**src/rtl/fsa_leaf_node_n.sv**
```systemverilog
// Leaf node of a fair-share arbitration tree: picks one local requester by
// rotating priority, asks the parent for the bus, and holds the grant until release.
module fsa_leaf_node_n #(
  parameter int N        = 4,
  parameter int IDX_W    = $clog2(N),
  parameter int INIT_PTR = 0,
  parameter bit FAIR_EN  = 1'b1
) (
  input  logic             clk,
  input  logic             rst_n,
  input  logic [N-1:0]     req,
  output logic [N-1:0]     grant,
  output logic [IDX_W-1:0] grant_idx,
  output logic             up_req,
  input  logic             ack,
  input  logic             update,
  output logic             busy,
  output logic             locked
);

  typedef enum logic [0:0] {
    IDLE = 1'b0,
    BUSY = 1'b1
  } state_t;

  state_t           state_r;
  state_t           state_next_s;
  logic [IDX_W-1:0] ptr_r;
  logic [IDX_W-1:0] ptr_next_s;
  logic             lock_r;
  logic             lock_next_s;
  logic [N-1:0]     grant_next_s;
  logic [IDX_W-1:0] grant_idx_next_s;
  logic             busy_next_s;
  logic             win_found_s;
  logic [IDX_W-1:0] win_idx_s;
  logic             low_req_s;
  logic             capture_s;
  logic             lock_set_s;

  function automatic logic [N-1:0] onehot(input logic [IDX_W-1:0] idx);
    logic [N-1:0] v;
    v      = {N{1'b0}};
    v[idx] = 1'b1;
    return v;
  endfunction

  // Winner search: walk from (ptr-1) downward with wrap, first requester wins.
  always_comb begin
    win_found_s = 1'b0;
    win_idx_s   = {IDX_W{1'b0}};
    for (int k = 1; k <= N; k++) begin
      logic [IDX_W-1:0] cand;
      cand = IDX_W'((int'(ptr_r) + N - k) % N);
      if (!win_found_s && req[cand]) begin
        win_found_s = 1'b1;
        win_idx_s   = cand;
      end else begin
        win_found_s = win_found_s;
      end
    end
  end

  // Sweep-end detection: any requester with an index below the winner.
  always_comb begin
    low_req_s = 1'b0;
    for (int j = 0; j < N; j++) begin
      if ((j < int'(win_idx_s)) && req[j]) begin
        low_req_s = 1'b1;
      end else begin
        low_req_s = low_req_s;
      end
    end
  end

  assign up_req     = (state_r == IDLE) & ~lock_r & (|req);
  assign capture_s  = up_req & ack & win_found_s;
  assign lock_set_s = capture_s & FAIR_EN & ~low_req_s;
  assign locked     = lock_r;

  // Next-state and next-output decode; ack outside a live up_req falls through to hold.
  always_comb begin
    state_next_s     = state_r;
    ptr_next_s       = ptr_r;
    grant_next_s     = grant;
    grant_idx_next_s = grant_idx;
    busy_next_s      = busy;
    case (state_r)
      IDLE: begin
        if (capture_s) begin
          state_next_s     = BUSY;
          ptr_next_s       = win_idx_s;
          grant_next_s     = onehot(win_idx_s);
          grant_idx_next_s = win_idx_s;
          busy_next_s      = 1'b1;
        end else begin
          grant_next_s = {N{1'b0}};
          busy_next_s  = 1'b0;
        end
      end
      BUSY: begin
        if (!req[grant_idx]) begin
          state_next_s = IDLE;
          grant_next_s = {N{1'b0}};
          busy_next_s  = 1'b0;
        end else begin
          state_next_s = BUSY;
        end
      end
      default: begin
        state_next_s = IDLE;
        grant_next_s = {N{1'b0}};
        busy_next_s  = 1'b0;
      end
    endcase
  end

  // Lock: root update wins over a same-cycle sweep end.
  always_comb begin
    if (update) begin
      lock_next_s = 1'b0;
    end else if (lock_set_s) begin
      lock_next_s = 1'b1;
    end else begin
      lock_next_s = lock_r;
    end
  end

  // State, pointer, lock and registered outputs.
  always_ff @(posedge clk or negedge rst_n) begin
    if (!rst_n) begin
      state_r   <= IDLE;
      ptr_r     <= IDX_W'(INIT_PTR);
      lock_r    <= 1'b0;
      grant     <= {N{1'b0}};
      grant_idx <= {IDX_W{1'b0}};
      busy      <= 1'b0;
    end else begin
      state_r   <= state_next_s;
      ptr_r     <= ptr_next_s;
      lock_r    <= lock_next_s;
      grant     <= grant_next_s;
      grant_idx <= grant_idx_next_s;
      busy      <= busy_next_s;
    end
  end

endmodule

```
**config.mk**
```make
export PLATFORM = sky130hd
export DESIGN_NAME = fsa_leaf_node_n
export DESIGN_NICKNAME = d
export VERILOG_FILES = /design/src/rtl/fsa_leaf_node_n.sv
export SDC_FILE = /design/constraint.sdc
export NUM_CORES = 1
export LEC_CHECK = 0
export ABC_AREA = 1
export ABC_CLOCK_PERIOD_IN_PS = 1550
export CORE_AREA = 2 2 43 45
export DETAILED_ROUTE_END_ITERATION = 8
export DIE_AREA = 0 0 45 47
export PLACE_DENSITY_LB_ADDON = 0.15
export SYNTH_ARGS = -nofsm -noshare
export SYNTH_HDL_FRONTEND = slang
export SYNTH_SLANG_ARGS = --single-unit
```
**constraint.sdc**
```tcl
create_clock -name clk -period 1.55 [get_ports clk]
set_input_delay 0.31 -clock clk [delete_from_list [all_inputs] [get_ports clk]]
set_output_delay 0.31 -clock clk [all_outputs]
set_load 0.1 [all_outputs]
```
==> flow_metrics.py, run 1 <==
metrics = {
    "run_status": {
        "status": "finished with violations",
        "failed_checks": "setup timing",
    },
    "sta": {
        "fin_skew_ps": 1.41,
        "min_period_over_period_pct": 104,
        "rsz0062_at_grt": "true",
        "tightest_slew_ps": 430,
        "hold_viol": 0,
        "setup_viol": 5,
        "clock.fmax_ghz": 0.621,
        "drv_slew": 0,
        "timing.final.crit_period_ps": 1610,
        "relSlewSlack_pct": 71.3,
        "worst_slack_ps": -59.6,
    },
    "setup_path": {
        "cp-end-kind": "flip-flop",
        "cp_num_buf_inv": 2,
        "path_cells": "inv_6, buf_4, nand2_1, nand2_1, nor2_1, a31oi_1, nand2_1, nand2_2, nand2_2, nand2_1, nand4_1, nand2_1",
        "reg2regPathDepth": 12,
        "cp.depth": 12,
        "critPathArrivalTime_ps": 1820,
        "cpLargestDelayFamily": "simple AND/OR/NAND/NOR gates",
        "cp.required_ps": 1760,
        "critical_path.max_fanout": 8,
        "slowest_stage": "dfrtp_2",
        "crit_top_cell": "nand2_1",
        "crit_type": "flip-flop to flip-flop",
        "cp-start-kind": "flip-flop",
        "cp_slowest_stage_delay_ps": 490,
    },
    "clock_tree": {
        "h-tree-depth": 1,
        "root_buffer": "clkbuf_4",
        "clock_latency_ps": 270,
        "cts_buffer_depth": 2,
        "cts_tree": "done",
        "cts_buffers": 3,
        "clkSinkCount": 9,
        "path_clk_slew_ps": 60,
    },
    "routing": {
        "dr.pass1.iters": 4,
        "viasPerCell": 5.02,
        "wl_per_cell_um": 12.8,
        "first_iter_violations": 20,
        "vias": 733,
        "drc": 0,
        "ant_nets": 0,
        "routed_wl_um": 1870,
    },
    "worst_hold_path": {
        "hold_class": "primary input to asynchronous set/reset pin",
    },
    "synth": {
        "synth_top_flop_cell": "dfrtp_1",
        "synth_top_cell_by_area": "dfrtp_1",
        "synth_cells": 96,
        "async_reset_ff_share_pct": 100,
        "synth_edf_count": 0,
        "netlist-cell-type-count": 21,
        "yosys_warnings": 0,
        "synth_most_common_cell": "nand2_1",
        "avgSynthCellArea_sq_um": 6.84,
        "netlist_top_cells_area": "dfrtp_1, nand2_1, inv_1",
        "synth_seq_cells": 9,
        "syn_area_sq_um": 657,
        "yosys-top-cells-count": "nand2_1, inv_1, dfrtp_1, nand2_2, nand3_1",
        "synth_fp_nets": 104,
        "synth_top_area_share_pct": 34.3,
        "seq_area_frac_synth_pct": 34.3,
    },
    "floorplanning": {
        "fp.coreArea_sq_um": 1650,
        "die_area_sq_um": 2120,
        "fp.dieW_um": 45,
        "rows": 15,
        "start_util_pct": 39.8,
        "io_pins": 17,
        "die_y_um": 47,
    },
    "final_layout": {
        "drive_gt1_share_pct": 45.7,
        "syn_to_final_growth_pct": 64.6,
        "fin_nets": 138,
        "final_cell_count_no_fill": 146,
        "diodes": 0,
    },
    "place": {
        "portBuffers": 16,
        "dp.cells": 139,
        "gp_congestion": 0.857,
        "dp_hpwl_um": 1300,
    },
    "global_route": {
        "antenna_found_initial": 0,
        "grt_pass1_vias": 703,
        "grt_start_max_net_pins": 10,
        "grt_overflow": 0,
        "grt_usage_pct": 20.3,
        "grt_pass1_wl_um": 2990,
    },
    "run": {
        "drv_cap": 0,
    },
}
layer usage:
| layer | wire (um) | up-vias | GRT usage, % | share of wire, % |
|---|---|---|---|---|
| met5 | 0 | - | 0 | 0 |
| met4 | 40 | 0 | 6.47 | 2.1 |
| met3 | 103 | 7 | 7.69 | 5.5 |
| met2 | 946 | 19 | 34.3 | 51 |
| met1 | 780 | 334 | 24.1 | 42 |
| li1 | - | 373 | - | - |
worst register-to-register path, delay by kind of cell, from the launching register on:
kind / cells / cell delay (ps)
and+or+nand+nor: 9 / 670
AOI/OAI and AO/OA: 1 / 140
DFF: 1 / 490
buffers and inverters: 2 / 230
stage by stage:
step / hold slack, ps / worst slack (ps) / util (%) / TNS, ps / instance area, sq um
3_3_place_gp: 539 / -284 / 61.4 / -2250 / 1010
4_1_cts: 352 / -33.1 / 65.5 / -87.5 / 1080
5_1_grt: 363 / -212 / 65.5 / -1140 / 1080
3_5_place_dp: 551 / -325 / 61.4 / -2520 / 1010
6_report: 345 / -59.6 / 65.5 / -166 / 1080
2_1_floorplan: 14.4 / -434 / - / -3430 / 672
registers in the layout, summed over array words and instances, names as in the netlist:
signal and flops:
ptr_r 2, grant 4, busy 1, locked 1
state_r 1
layout make-up:
cell class                 instances  area, sq um
clock buffer                       4         26.3
tap                               17         21.3
timing repair buffer              30          335
inverter                          15         61.3
fill                             141          571
sequential                         9          231
multi-input combinational         71          405
final timing paths:
| path | start | to | slack, ps |
|---|---|---|---|
| setup / recovery | ptr_r[0] | locked | -60 |
| hold reg to reg | busy | busy | 560 |
| max in group asynchronous | rst_n | locked | 870 |
| setup reg to reg | ptr_r[0] | locked | -60 |
| min in group clk | req[1] | locked | 470 |
| hold / removal | rst_n | state_r | 340 |
layout by cell type, fill, tap and decap left out:
cell and n:
nand2_1 29, buf_4 14, nand2_2 13, inv_1 12, buf_12 9, dfrtp_1 6
nand3_2 5, nand3_1 4, clkbuf_2 4, nor2_1 3, nand4_1 3, clkbuf_4 3
clkdlybuf4s50_1 3, inv_2 2, o21ai_0 2, o22ai_1 2, dfrtp_2 2, nor3_4 1
inv_6 1, nand2_4 1, a21oi_1 1, and2_1 1, o21ai_4 1, a31oi_1 1
nor2_2 1, o21ai_1 1, o22ai_2 1, o21a_1 1, clkbuf_1 1, dfrtp_4 1
timing repair:
item	4_1_cts	5_1_grt
endpoints found under the setup margin	5	9
setup buffers	2	1
pin swaps	6	1
hold buffers	0	0
gates resized for setup	14	8
logic make-up after synthesis:
| family | Yosys count | share of synthesized area [%] |
|---|---|---|
| flops | 9 | 34.3 |
| compound gates | 10 | 10.3 |
| buf+inv | 16 | 11.0 |
| simple gates | 61 | 44.4 |
Power of run 1 is left out: the tool's default activity adds up to more than one toggle a clock period on the data nets, which glitch-free logic cannot reach.
==> inputs of run 2 (changes only) <==
--- a/config.mk
+++ b/config.mk
@@ -6,7 +6,6 @@
 export NUM_CORES = 1
 export LEC_CHECK = 0
 export ABC_AREA = 1
-export ABC_CLOCK_PERIOD_IN_PS = 1550
 export CORE_AREA = 2 2 43 45
 export DETAILED_ROUTE_END_ITERATION = 8
 export DIE_AREA = 0 0 45 47
==> results of run 2 <==
Final layout, timing and power as in run 1 (identical DEF).
Power of run 2 is left out for the same reason.
